**src/rtl/blk_959f9c.sv**
```systemverilog
// blk_959f9c: output-side SSN bus pipe with reset synchroniser, flush FSM and optional negedge lockup stage.
// Revision 1.0 - initial release.
`default_nettype none

module blk_959f9c #(
  parameter int BUS_WIDTH  = 20,
  parameter int PIPE_DEPTH = 2,
  parameter int NEG_RETIME = 1
) (
  input  logic                 bus_clock,
  input  logic                 ijtag_reset,
  input  logic [BUS_WIDTH-1:0] bus_data_in,
  output logic [BUS_WIDTH-1:0] bus_data_out,
  output logic                 bus_pipe_ready
);

  localparam int                CNT_W    = $clog2(PIPE_DEPTH + 1);
  localparam logic [CNT_W-1:0]  CNT_LAST = CNT_W'(PIPE_DEPTH - 1);
  localparam logic [CNT_W-1:0]  CNT_MAX  = CNT_W'(PIPE_DEPTH);

  typedef enum logic [1:0] {
    ST_RESET = 2'd0,
    ST_FLUSH = 2'd1,
    ST_RUN   = 2'd2
  } state_t;

  state_t               state;
  state_t               state_nxt;
  logic [CNT_W-1:0]     flush_cnt;
  logic [CNT_W-1:0]     flush_cnt_nxt;
  logic [1:0]           sync_q;
  logic                 bus_sync_reset_pulse;
  logic                 run_state;
  logic                 out_en;
  logic [BUS_WIDTH-1:0] pipe_q [PIPE_DEPTH];
  logic [BUS_WIDTH-1:0] last_stage;

  always_ff @(posedge bus_clock or negedge ijtag_reset) begin
    if (!ijtag_reset) begin
      sync_q <= 2'b00;
    end else begin
      sync_q <= {sync_q[0], 1'b1};
    end
  end

  assign bus_sync_reset_pulse = ~sync_q[1];

  always_ff @(posedge bus_clock or negedge ijtag_reset) begin
    if (!ijtag_reset) begin
      state          <= ST_RESET;
      flush_cnt      <= '0;
      bus_pipe_ready <= 1'b0;
    end else begin
      state          <= state_nxt;
      flush_cnt      <= flush_cnt_nxt;
      bus_pipe_ready <= run_state;
    end
  end

  // Leave RESET on the same edge that the synchroniser output deasserts.
  always_comb begin
    state_nxt     = state;
    flush_cnt_nxt = flush_cnt;
    case (state)
      ST_RESET: begin
        flush_cnt_nxt = '0;
        if (sync_q[0]) begin
          state_nxt = ST_FLUSH;
        end
      end
      ST_FLUSH: begin
        if (flush_cnt != CNT_MAX) begin
          flush_cnt_nxt = flush_cnt + 1'b1;
        end
        if (flush_cnt == CNT_LAST) begin
          state_nxt = ST_RUN;
        end
      end
      ST_RUN: begin
        state_nxt = ST_RUN;
      end
      default: begin
        state_nxt = ST_RESET;
      end
    endcase
  end

  assign run_state = (state_nxt == ST_RUN);

  always_ff @(posedge bus_clock) begin
    if (bus_sync_reset_pulse) begin
      for (int i = 0; i < PIPE_DEPTH; i++) begin
        pipe_q[i] <= '0;
      end
    end else begin
      pipe_q[0] <= bus_data_in;
      for (int i = 1; i < PIPE_DEPTH; i++) begin
        pipe_q[i] <= pipe_q[i-1];
      end
    end
  end

  generate
    if (NEG_RETIME != 0) begin : g_neg_retime
      logic [BUS_WIDTH-1:0] neg_q;

      always_ff @(negedge bus_clock) begin
        if (bus_sync_reset_pulse) begin
          neg_q <= '0;
        end else begin
          neg_q <= pipe_q[PIPE_DEPTH-1];
        end
      end

      always_ff @(negedge bus_clock or negedge ijtag_reset) begin
        if (!ijtag_reset) begin
          out_en <= 1'b0;
        end else begin
          out_en <= run_state;
        end
      end

      assign last_stage = neg_q;
    end else begin : g_pos_out
      always_ff @(posedge bus_clock or negedge ijtag_reset) begin
        if (!ijtag_reset) begin
          out_en <= 1'b0;
        end else begin
          out_en <= run_state;
        end
      end

      assign last_stage = pipe_q[PIPE_DEPTH-1];
    end
  endgenerate

  assign bus_data_out = out_en ? last_stage : '0;

endmodule

`default_nettype wire
```
**config.mk**
```make
export PLATFORM = sky130hd
export DESIGN_NAME = blk_959f9c
export DESIGN_NICKNAME = d
export VERILOG_FILES = /design/src/rtl/blk_959f9c.sv
export SDC_FILE = /design/constraint.sdc
export NUM_CORES = 1
export LEC_CHECK = 0
export ABC_AREA = 0
export BUFFER_PORTS_ARGS = -buffer_cell sky130_fd_sc_hd__buf_4
export CORE_MARGIN = 2
export CORE_UTILIZATION = 35
export CTS_BUF_LIST = sky130_fd_sc_hd__clkbuf_8
export CTS_CLUSTER_DIAMETER = 40
export DETAILED_ROUTE_END_ITERATION = 6
export PLACE_DENSITY = 0.62
export SLEW_MARGIN = 20
export SYNTH_ARGS = -nofsm -noshare
export SYNTH_HDL_FRONTEND = slang
export SYNTH_SLANG_ARGS = --single-unit
export TNS_END_PERCENT = 5
```
**constraint.sdc**
```tcl
create_clock -name bus_clock -period 1.7 [get_ports bus_clock]
set_input_delay 0.17 -clock bus_clock [delete_from_list [all_inputs] [get_ports bus_clock]]
set_output_delay 0.17 -clock bus_clock [all_outputs]
set_load 0.02 [all_outputs]
```
### After elaboration in Yosys (flattened, before gate mapping)

Memories as Yosys holds them, arrays and structs flattened. A register that Yosys moved wholly into a read port is not among the register bits.
Index checks and enable logic that the tools add are counted.

* memories kept: 1
* bits of input ports: 22
* output and inout bits: 21
* bits in writable memories: 40
* register bits after elaboration: 8
* word-level logic and storage cells: 29

Memories
* pipe_q: words 2, width 20, rd ports 2, clocked after Yosys merged registers in 1, write ports 2, RTL line 35 `logic [BUS_WIDTH-1:0] pipe_q [PIPE_DEPTH];`

* $add $sub $neg: 1
* reduce and logical (&&, ||, !) cells: 4
* bitwise operators: 2
* muxes and demuxes: 10
* eq/ne operators: 6

Operators with widths (number)
* $mux W20: 3
* $mux W2: 3
* $pmux W2 S3: 1
* $eq A2 B1 Y1 const B: 2
* $eq A2 B2 Y1 const B: 2
* $ne A2 B2 Y1 const B: 2
* $pmux W2 S2: 1
* $add A2 B1 Y2 const B: 1
* $logic_not A2 Y1: 1
* $mux W1: 2
* $or A1 B1 Y1: 2
* $reduce_and A2 Y1: 1
* $reduce_bool A2 Y1: 1
* $logic_not A1 Y1: 1

### Depth between registers and ports, before layout

* depth after elaboration: 4
* depth in mapped cells: 4
* gate-level depth less buffers: 4

==> results.ini <==
[timing]
drv_slew = 0
whs_ps = 48.7
rsz0062_at_grt = yes
hold_viol = 0
setup_viol = 21
clock_skew_ps = 44.8
worst_slack_ps = -480
fin_setup_tns_ps = -9580

[logic_synthesis]
synthSimpleGateAreaFrac_pct = 26.5
synth_top_family_by_area = simple AND/OR/NAND/NOR gates
yosysUniqueCellTypes = 17
syn_area_per_cell_um2 = 11.8
yosys_warnings = 0
synth_xor_area_share_pct = 0
synth.area.top_cells = dfxtp_1 58%, and2_1 24%, dfrtp_1 8.5%
syn_area_um2 = 2060
ys_seq_area_share_pct = 68.0
synth_edf_count = 0
ys_async_sr_fraction_pct = 11.8
synthCells = 175
synth_compound_area_share_pct = 1.82
ys.flop_type = dfxtp_1
synth_mux_area_share_pct = 0
synth_top_cell_area_share_pct = 58.3
yosys_register_bits = 68
synthesis.nets = 199
yosysTopAreaCell = dfxtp_1
synthAdderAreaFrac_pct = 1.22

[grt]
antenna_found_initial = 0
grt-ovfl-total = 0
grt_pass1_vias = 1131
grt_first_pass_wirelength_um = 4810
track_usage_pct = 10.2
grt_max_degree = 38

[worst_setup_path]
cp-start-kind = flop
critical_path_buf_inv_count = 2
critPathCaptureType = output pin
worstSetupPathDepth = 3
critPathRequiredTime_ps = 1530
crit_chain = buf_12, and2_4, buf_6
critPathKind = reg -> out
critPathSlowestCell = dfrtn_1
cp.arrival_ps = 2010
path_max_fanout = 20
max_stage_delay_ps = 440
crit_family = flip-flops
r2r_cells = 3

[pwr]
power_mw = 3.74
ir_drop_mv = 0.649
p_per_area_nw_per_um2 = 1260
leakage_nw = 1.40

[clocking]
clock_latency_ps = 370
cts_buffers = 9
postCtsSetupBuffers = 0
cts_sinks = 68
cts-root-buf = clkbuf_8
cts_tree = done
htree_levels = 3
cts_buffer_depth = 2
clkSlewWorstSetupHoldPaths_ps = 80

[floorplan]
ioPinCount = 43
fp.dieW_um = 80.7
dieArea_um2 = 6510
start_util_pct = 36.7
core-area_um2 = 5610
die_h_um = 80.7
rows = 27

[placed_design]
numPortBuffers = 42
gp_congestion = 0.651
pre_cts_slack_ps = -162
placed_cells = 290
hpwl_um = 2000

[routing]
routedWlPerCell_um = 8.60
ant_nets = 0
highest_layer = met4
drt-initial-drc-count = 45
first_pass_iters = 3
route.met3.wl_um = 122
wirelength_um = 2800
wl_met1_um = 1350
dr_total_vias = 1201
wl_met2_um = 1270
via_per_inst = 3.68
drc = 0

[final_layout]
diodes = 0
multiInputGateArea_um2 = 679
seq_area_um2 = 1400
instances_no_fill = 326
drive_gt1_share_pct = 35.8
nets = 273
area_delta_synth_final_pct = 43.6
fillerInstances = 514

[status]
violations = negative setup slack
status = finished, violations left

[worst_hold_path]
hold_path_class = in -> reg
min_path_cells = 2

[flow_run]
maxCapViolCount = 0

[stage by stage]
| stage | cell area [µm²] | util [%] |
|---|---|---|
| 3_3_place_gp | 2580 | 46.0 |
| 2_1_floorplan | 2120 | - |
| 6_report | 2960 | 52.7 |
| 3_5_place_dp | 2580 | 46.0 |
| 4_1_cts | 2960 | 52.7 |
| 5_1_grt | 2960 | 52.7 |
[what timing repair did]
item | in CTS | in global routing
resized for setup | 22 | 0
setup endpoints to repair | 21 | 21
hold buffers | 1 | 0
pin swaps | 0 | 3
endpoints found under the hold margin | 7 | 0
[power by group]
group	leakage, nW	switching [mW]	internal [mW]	total, mW
sequential	0.595	0.0540	1.71	1.77
clock	0.214	0.698	0.794	1.49
combinational	0.595	0.206	0.271	0.477
total	1.40	0.959	2.78	3.74
[layout by cell type, fill, tap and decap left out]
master,n
a21oi_1,2
or2b_1,1
dlygate4sd3_1,1
bufinv_16,1
buf_4,29
buf_12,2
inv_1,22
or4b_1,2
clkinv_2,1
buf_6,20
and2_1,60
and2_4,20
dfrtn_1,1
dfxtp_1,60
conb_1,1
dfrtp_1,7
clkinv_4,1
o21ai_1,1
ha_4,1
o21ai_2,1
nand2b_1,1
o211ai_2,1
nand3b_1,1
ha_1,1
nand3_1,1
clkbuf_8,10
o21ai_0,1
inv_6,3
inv_2,1
[layout make-up]
class | count | share of cell area (%)
multi-input cells | 95 | 23.0
flip-flops and latches | 68 | 47.4
repair buffers | 52 | 16.7
clock inverters | 26 | 4.91
inverters | 3 | 0.381
clock buffers | 10 | 4.65
well taps | 72 | 3.05
[kinds of logic after synthesis]
| kind of cell | Yosys count |
|---|---|
| AOI/OAI and AO/OA | 6 |
| buffers and inverters | 12 |
| and+or+nand+nor | 86 |
| adders and majority gates | 2 |
| other | 1 |
| DFF | 68 |
[cells in the mapped netlist (2+ instances only)]
master	count
ha_1	2
and2_1	80
dfxtp_1	60
o21ai_0	2
inv_1	4
or4b_1	2
a21oi_1	2
clkbuf_1	8
dfrtp_1	7
[layer usage]
| metal | up-vias | track usage, % |
|---|---|---|
| li1 | 680 | - |
| met5 | - | 0 |
| met1 | 489 | 11.7 |
| met4 | 0 | 9.15 |
| met3 | 4 | 2.92 |
| met2 | 28 | 15.3 |
[sequential cells by signal, indices dropped and copies added, names as in the netlist]
signal,flops
pipe_q,40
sync_q,2
out_en,1
state,2
flush_cnt,2
g_neg_retime.neg_q,20
bus_pipe_ready,1
[worst paths after layout]
path	from	to	slack [ps]
min in group asynchronous	ijtag_reset	state[0]	200
setup / recovery	out_en	bus_data_out[2]	-480
max in group asynchronous	ijtag_reset	out_en	590
hold / removal	bus_data_in[16]	pipe_q[0][16]	50
hold reg to reg	sync_q[0]	sync_q[1]	380
setup reg to reg	flush_cnt[0]	out_en	-80
[worst register-to-register path, stage by stage, from the launching register on]
cell and delay [ps]:
dfrtp_1 410, ha_4 170, nand3b_1 110, o21ai_2 80
Note: power is estimated with default switching activity, not from simulation.
